`config.mk`:
```
export PLATFORM = sky130hd
export DESIGN_NAME = programmable_timer_flat
export DESIGN_NICKNAME = d
export VERILOG_FILES = /design/src/rtl/programmable_timer_if.sv /design/src/rtl/programmable_timer.sv /design/src/flat_wrapper.sv
export SDC_FILE = /design/constraint.sdc
export NUM_CORES = 1
export LEC_CHECK = 0
export BUFFER_PORTS_ARGS = -buffer_cell sky130_fd_sc_hd__buf_2
export CAP_MARGIN = 20
export CORE_ASPECT_RATIO = 2
export CORE_MARGIN = 5
export CORE_UTILIZATION = 60
export CTS_CLUSTER_DIAMETER = 200
export DETAILED_ROUTE_END_ITERATION = 12
export PLACE_DENSITY_LB_ADDON = 0.3
export REMOVE_ABC_BUFFERS = 1
export SYNTH_ARGS = -nofsm -noshare
export SYNTH_HDL_FRONTEND = slang
export SYNTH_SLANG_ARGS = --single-unit
```
`constraint.sdc`:
```
create_clock -name clk -period 3.5 [get_ports clk]
set_input_delay 0.35 -clock clk [delete_from_list [all_inputs] [get_ports clk]]
set_output_delay 0.35 -clock clk [all_outputs]
set_load 0.005 [all_outputs]
```
`src/rtl/programmable_timer_if.sv`:
```
// CPU I/O-page bus used by the timers block.
//   bus_addr      12-bit data address
//   bus_write_en  1-clk write strobe
//   bus_read_en   1-clk read strobe
//   bus_data_in   4-bit write data
//   bus_data_out  4-bit read data, driven by the addressed peripheral
// master: CPU side, slave: peripheral side.
interface programmable_timer_if;
    logic [11:0] bus_addr;
    logic        bus_write_en;
    logic        bus_read_en;
    logic [3:0]  bus_data_in;
    logic [3:0]  bus_data_out;

    modport master (
        output bus_addr,
        output bus_write_en,
        output bus_read_en,
        output bus_data_in,
        input  bus_data_out
    );

    modport slave (
        input  bus_addr,
        input  bus_write_en,
        input  bus_read_en,
        input  bus_data_in,
        output bus_data_out
    );
endinterface

```
`src/rtl/programmable_timer.sv`:
```
// 8-bit reloadable down-counter clocked by a selectable prescaler tick.
// On underflow (counter at 1 when a tick arrives) the counter reloads and
// the PT interrupt factor is raised; interrupt_req is factor & mask, registered.
// Ports:
//   clk            system clock (32.768 kHz timebase)
//   reset_n        asynchronous active-low reset
//   bus            slave side of the I/O-page bus
//   interrupt_req  registered factor & mask
module programmable_timer #(
    parameter int         DIV_WIDTH    = 7,
    parameter logic [7:0] RELOAD_RESET = 8'h00
) (
    input  logic                 clk,
    input  logic                 reset_n,
    programmable_timer_if.slave  bus,
    output logic                 interrupt_req
);

    localparam logic [11:0] ADDR_CNT_LO = 12'hF24;
    localparam logic [11:0] ADDR_SHADOW = 12'hF25;
    localparam logic [11:0] ADDR_RLD_LO = 12'hF78;
    localparam logic [11:0] ADDR_RLD_HI = 12'hF79;
    localparam logic [11:0] ADDR_CTRL   = 12'hF7D;
    localparam logic [11:0] ADDR_PTC    = 12'hF7E;
    localparam logic [11:0] ADDR_FACTOR = 12'hF03;
    localparam logic [11:0] ADDR_MASK   = 12'hF13;

    localparam logic [DIV_WIDTH-1:0] DIV_ONES = '1;

    logic [DIV_WIDTH-1:0] divider;
    logic [7:0]           counter;
    logic [7:0]           reload;
    logic [3:0]           shadow;
    logic [2:0]           ptc;
    logic                 run;
    logic                 factor;
    logic                 mask;

    logic                 wr_rld_lo, wr_rld_hi, wr_ctrl, wr_ptc, wr_mask;
    logic                 rd_cnt_lo, rd_factor;
    logic                 ptrst;
    logic                 run_eff;
    logic                 tick;
    logic                 tick_en;
    logic [DIV_WIDTH-1:0] sel_mask;
    logic                 count_en;
    logic                 underflow;
    logic [3:0]           rd_data;

    assign wr_rld_lo = bus.bus_write_en && (bus.bus_addr == ADDR_RLD_LO);
    assign wr_rld_hi = bus.bus_write_en && (bus.bus_addr == ADDR_RLD_HI);
    assign wr_ctrl   = bus.bus_write_en && (bus.bus_addr == ADDR_CTRL);
    assign wr_ptc    = bus.bus_write_en && (bus.bus_addr == ADDR_PTC);
    assign wr_mask   = bus.bus_write_en && (bus.bus_addr == ADDR_MASK);
    assign rd_cnt_lo = bus.bus_read_en  && (bus.bus_addr == ADDR_CNT_LO);
    assign rd_factor = bus.bus_read_en  && (bus.bus_addr == ADDR_FACTOR);

    assign ptrst = wr_ctrl && bus.bus_data_in[1];

    // A tick on the same edge as a run write only counts if the timer was
    // already running and is not being stopped by that write.
    assign run_eff = run && !(wr_ctrl && !bus.bus_data_in[0]);

    // The selected divider bit rolls over on the edge after all bits at and
    // below it are ones, so the tick is asserted during that last cycle.
    always_comb begin
        sel_mask = '0;
        tick_en  = 1'b0;
        case (ptc)
            3'd4: begin sel_mask = DIV_ONES;      tick_en = 1'b1; end
            3'd5: begin sel_mask = DIV_ONES >> 1; tick_en = 1'b1; end
            3'd6: begin sel_mask = DIV_ONES >> 2; tick_en = 1'b1; end
            3'd7: begin sel_mask = DIV_ONES >> 3; tick_en = 1'b1; end
            default: begin sel_mask = '0;         tick_en = 1'b0; end
        endcase
    end

    assign tick      = tick_en && ((divider & sel_mask) == sel_mask);
    assign count_en  = tick && run_eff && !ptrst;
    assign underflow = count_en && (counter == 8'h01);

    always_ff @(posedge clk or negedge reset_n) begin
        if (!reset_n) begin
            divider <= '0;
        end else begin
            divider <= divider + 1'b1;
        end
    end

    always_ff @(posedge clk or negedge reset_n) begin
        if (!reset_n) begin
            counter <= 8'h00;
        end else if (ptrst) begin
            counter <= reload;
        end else if (count_en) begin
            if (counter == 8'h01) begin
                counter <= reload;
            end else begin
                counter <= counter - 8'h01;
            end
        end
    end

    // Set on underflow wins over the clear-on-read of the factor register.
    always_ff @(posedge clk or negedge reset_n) begin
        if (!reset_n) begin
            factor <= 1'b0;
        end else if (underflow) begin
            factor <= 1'b1;
        end else if (rd_factor) begin
            factor <= 1'b0;
        end
    end

    always_ff @(posedge clk or negedge reset_n) begin
        if (!reset_n) begin
            reload        <= RELOAD_RESET;
            shadow        <= 4'h0;
            ptc           <= 3'b000;
            run           <= 1'b0;
            mask          <= 1'b0;
            interrupt_req <= 1'b0;
        end else begin
            if (wr_rld_lo) reload[3:0] <= bus.bus_data_in;
            if (wr_rld_hi) reload[7:4] <= bus.bus_data_in;
            if (wr_ctrl)   run         <= bus.bus_data_in[0];
            if (wr_ptc)    ptc         <= bus.bus_data_in[2:0];
            if (wr_mask)   mask        <= bus.bus_data_in[0];
            if (rd_cnt_lo) shadow      <= counter[7:4];
            interrupt_req <= factor & mask;
        end
    end

    always_comb begin
        rd_data = 4'h0;
        if (bus.bus_read_en) begin
            case (bus.bus_addr)
                ADDR_CNT_LO: rd_data = counter[3:0];
                ADDR_SHADOW: rd_data = shadow;
                ADDR_RLD_LO: rd_data = reload[3:0];
                ADDR_RLD_HI: rd_data = reload[7:4];
                ADDR_CTRL:   rd_data = {3'b000, run};
                ADDR_PTC:    rd_data = {1'b0, ptc};
                ADDR_FACTOR: rd_data = {3'b000, factor};
                ADDR_MASK:   rd_data = {3'b000, mask};
                default:     rd_data = 4'h0;
            endcase
        end
    end

    assign bus.bus_data_out = rd_data;

endmodule
```
`src/flat_wrapper.sv`:
```
// flat-port wrapper written by rule: the top's interface ports become plain ports
module programmable_timer_flat 
#(
    parameter int         DIV_WIDTH    = 7,
    parameter logic [7:0] RELOAD_RESET = 8'h00
)
  (clk, reset_n, interrupt_req, bus_bus_addr, bus_bus_write_en, bus_bus_read_en, bus_bus_data_in, bus_bus_data_out);
  programmable_timer_if bus_i ();
  input  logic clk;
  input  logic reset_n;
  output logic interrupt_req;
  input wire logic [$bits(bus_i.bus_addr)-1:0] bus_bus_addr;
  input wire logic [$bits(bus_i.bus_write_en)-1:0] bus_bus_write_en;
  input wire logic [$bits(bus_i.bus_read_en)-1:0] bus_bus_read_en;
  input wire logic [$bits(bus_i.bus_data_in)-1:0] bus_bus_data_in;
  output wire logic [$bits(bus_i.bus_data_out)-1:0] bus_bus_data_out;
  assign bus_i.bus_addr = bus_bus_addr;
  assign bus_i.bus_write_en = bus_bus_write_en;
  assign bus_i.bus_read_en = bus_bus_read_en;
  assign bus_i.bus_data_in = bus_bus_data_in;
  assign bus_bus_data_out = bus_i.bus_data_out;
  programmable_timer #(.DIV_WIDTH(DIV_WIDTH), .RELOAD_RESET(RELOAD_RESET)) u_core (.clk(clk), .reset_n(reset_n), .bus(bus_i), .interrupt_req(interrupt_req));
endmodule
```
After elaboration in Yosys (flattened, before gate mapping)
Index checks and enable logic that the tools add are counted.

ROM bits: 0. Word-level logic and storage cells: 57. Output and inout port bits: 5. Memories: 0. Register bits after elaboration: 34. Memory bits (writable): 0. Latch bits: 0.

Muxes and demuxes: 9. $lt $le $gt $ge: 0. Bitwise operators: 2. Divide/modulo/power cells: 0. Reductions and logical operators: 20. $add $sub $neg: 2. Eq/ne operators: 14. Shift-type cells: 0. Multiply operators: 0.

Operators by type and width (count): $eq 12x12->1 const B (8); $pmux 4 s8 (1); $pmux 7 s4 (1); $mux 8 (3); $logic_and 1x1->1 (14); $eq 3x3->1 const B (4); $eq 8x1->1 const B (1); $sub 8x1->8 const B (1); $add 7x1->7 const B (1); $and 7x7->7 (1); $eq 7x7->1 (1); $mux 4 (1); $reduce_bool 2->1 (2); $reduce_or 4->1 (1); $logic_not 1->1 (3); $mux 1 (3); $and 1x1->1 (1).

Depth between registers and ports, before layout
Depth after elaboration: 9. Gate-level depth with buffers: 7.

Least setup slack after synthesis
No wires, ideal clock.

Path type: input to output. From: in bus_bus_addr[2]. To: out bus_bus_data_out[0]. Cell stages on the path: 6. Arrival: 1.586 ns. Data required time: 3.150 ns. Setup slack: 1.564 ns. Cell sequence: clkbuf_1 and4bb_2 and4_1 clkbuf_1 o31a_1 a21boi_0.

Cells in the longest elaborated chain, start to end: 3. Elaborated cells between the ends (all ways): 10. Those cells by class: eq/ne: 8; mux: 2.

Ends and longest elaborated chain: from (decl) (RTL line flat_wrapper.sv:12) `input wire logic [$bits(bus_i.bus_addr)-1:0] bus_bus_addr;`; $eq 12x12->1 (RTL line programmable_timer.sv:137) `case (bus.bus_addr)`; $pmux 4 s8 * (RTL line programmable_timer.sv:137); $mux 4 * (RTL line programmable_timer.sv:136) `if (bus.bus_read_en) begin`; to (decl) (RTL line flat_wrapper.sv:16) `output wire logic [$bits(bus_i.bus_data_out)-1:0] bus_bus_data_out;`.

Mark *: on every way between the ends. The rest lies on a longest branch, timed or not.

Worst setup path in the final report
From: in bus_bus_addr[7]. To: out bus_bus_data_out[2].

The elaborated chain is that of the path after synthesis.

==> flow_summary.ini <==
[run_status]
status = completed

[timing]
slew_violations = 0
fin_crit_ns = 2.372
final.setup.worst_slack_ns = 1.128
period_share = 0.6776
worst_pin_slew_ns = 0.7567
setup_viol = 0
skew_ns = 0.006014
timing.fmax_mhz = 421.6
worst_slew_margin_rel = 0.4956
rsz0062_at_grt = no
hold_violations = 0
tns_ns = 0

[grt]
grt_pass1_wl_um = 8569
grt_pass1_vias = 1803
grt_util_all_layers = 0.2415
grt_max_degree = 35
grtUsageMet3 = 0.04959
top_usage_layer = met2
grt.met1_usage = 0.2645
antenna_found_initial = 0
grt_overflow = 0
met2_usage = 0.3890

[worst_setup_path]
cp_slowest_stage_delay_ns = 0.37
r2r_slack_ns = 1.34
reg2reg_to = u_core.counter[2]
cp_common_cell = buf_2
crit_chain = buf_2, and3b_1, and3_1, nor3b_1, o31a_1, and2_1, buf_2
critPathRequiredTime_ns = 3.15
worstPathMaxFanout = 9
worstReg2RegStart = u_core.counter[3]
cp_slowest_cell = and3_1
reg2reg_depth = 5
worstPathArrival_ns = 2.02
endpoint_kind = output pin
cp-start-kind = primary input
crit_type = in2out

[run]
maxCapViolCount = 0

[logic_synthesis]
synth-async-reset-ratio = 1.000
synth_cell_types = 45
yosysSeqAreaShare = 0.4331
ys_seq_elements = 34
synth_edf_count = 0
synth_area_per_cell_sq_um = 10.50
yosysWarnings = 0
synth_area_sq_um = 1964
syn_inst = 187
synth_flop_cell = dfrtp_1

[drt]
drtPass1Iterations = 5
ant_nets = 0
drc_errors = 0
wl_um = 5076
post_drt_wl_per_cell_um = 20.89
viasPerCell = 6.819
vias = 1657
initialDrtViolationCount = 70

[clocking]
cts_buffers = 5
cts_hold_buf = 0
post_cts_buffers = 0
insertion_delay_ns = 0.29
cts_tree = yes
numClockSinks = 34
max-clock-path-buffers = 2
cts.clk_slew.worst_paths_ns = 0.06
cts-root-buf = clkbuf_8
ctsResizeCount = 0
htreeDepth = 2

[power]
ir_worst_vdd_v = 0.0003640
p_total_mw = 0.8825
leakage_nw = 1.050
power_density_nw_per_um2 = 396.9

[placement]
place_ws_ns = 1.063
hpwlAfterDp_um = 3816
gp_congestion = 0.9885
placed_cells_incl_taps = 235
portBuffers = 24

[final_layout]
nNetsFinal = 234
fin_util = 0.7043
fillers = 236
fin_cells = 243
drive_gt1_frac = 0.2783
syn_to_final_growth_pct = 13.18
diodes = 0

[floorplanning]
rows = 29
dieArea_sq_um = 4588
die_h_um = 90.92
ios = 25
initial_core_util = 0.6223
core-area_sq_um = 3157
die_x_um = 50.46

[hold_path]
hold_path_class = in2async
## area by class of cell
cell class                 count  area (sq um)  area share
inverter                       8         30.03     0.01351
clock inverter                 2         60.06     0.02701
timing repair buffer          24         120.1     0.05402
tap                           31         38.79     0.01745
sequential                    34         850.8      0.3827
multi-input combinational    138          1041      0.4682
clock buffer                   6         82.58     0.03714
## placed cells by master, fill, tap and decap left out, drive strengths merged, types with 3 or more instances in the layout
master   instances
nor2            13
o211ai           4
ha               3
and2             6
o21ai           10
buf             24
dfrtp           34
mux2i            7
o2bb2ai          3
nand2           11
and3             5
a21oi            4
mux2            22
nor2b            3
nand3            8
nand4            4
a32oi            3
xnor2            3
a22oi            6
inv              8
clkbuf           6
## sequential cells by signal, summed over array words and instances, names as in the netlist
signal                flops
u_core.mask               1
u_core.factor             1
u_core.interrupt_req      1
u_core.run                1
u_core.shadow             4
u_core.reload             8
u_core.divider            7
u_core.counter            8
u_core.ptc                3
## layer usage
metal / wire length (um) / up-vias
li1: - / 735
met1: 1709 / 790
met2: 2699 / 97
met3: 297 / 35
met4: 369 / 0
met5: 0 / -
## worst max-delay path by stage
stage,start,endpoint,slack [ns],cells after the start
2_1_floorplan,bus_bus_addr[7],u_core.counter[2],1.61,5
3_3_place_gp,bus_bus_addr[0],u_core.counter[2],1.20,6
3_5_place_dp,bus_bus_addr[0],u_core.counter[2],1.06,6
4_1_cts,bus_bus_addr[7],bus_bus_data_out[0],1.22,7
5_1_grt,bus_bus_addr[7],bus_bus_data_out[2],1.01,7
6_report,bus_bus_addr[7],bus_bus_data_out[2],1.13,7
## cells by family (layout without fill, tap and decap cells)
family | count (synthesis) | count (layout) | synth area share
AND/OR/NAND/NOR | 63 | 63 | 0.1815
AO/OA/AOI/OAI | 38 | 38 | 0.1376
flip-flops | 34 | 34 | 0.4331
multiplexers | 29 | 29 | 0.1694
buffers and inverters | 15 | 40 | 0.03694
XOR/XNOR | 5 | 5 | 0.02230
adder cells (fa/ha/maj) | 3 | 3 | 0.01911
## metrics by stage
stage               cell area [sq um]  hold WS, ns
detailed placement               2081       0.4580
finish                           2223       0.1260
floorplan                        1922      0.05441
global placement                 2081       0.4407
CTS                              2223       0.1449
global route                     2223       0.1865
## report_power, final
part	internal [mW]	leakage, nW	switching [mW]	total, mW
combinational	0.0144	0.528	0.0265	0.0409
sequential	0.394	0.450	0.000801	0.394
clock	0.304	0.0714	0.144	0.447
total	0.712	1.05	0.171	0.882
## cell usage after synthesis (2+ instances only)
master | instances | area [sq um]
a21oi_1 | 4 | 20.02
a22o_1 | 2 | 17.52
a22oi_1 | 6 | 45.04
a32oi_1 | 3 | 26.28
and2_1 | 6 | 37.54
and3_1 | 5 | 31.28
and3b_1 | 2 | 17.52
buf_6 | 2 | 22.52
clkbuf_1 | 4 | 15.01
dfrtp_1 | 34 | 850.8
ha_1 | 3 | 37.54
inv_1 | 8 | 30.03
mux2_2 | 18 | 202.7
mux2_4 | 4 | 60.06
mux2i_1 | 7 | 70.07
nand2_1 | 10 | 37.54
nand3_1 | 8 | 40.04
nand4_1 | 4 | 25.02
nor2_1 | 13 | 48.80
nor2b_1 | 3 | 18.77
o211ai_1 | 4 | 30.03
o21ai_0 | 9 | 45.04
o2bb2ai_1 | 3 | 26.28
xnor2_1 | 3 | 26.28
xor2_1 | 2 | 17.52
## worst max-delay path: cells and delay by family
| kind | cells | cell delay, ns |
|---|---|---|
| compound gates | 1 | 0.23 |
| buf+inv | 2 | 0.24 |
| simple gates | 4 | 1.20 |
No activity file was read; power rests on OpenSTA's default activity.
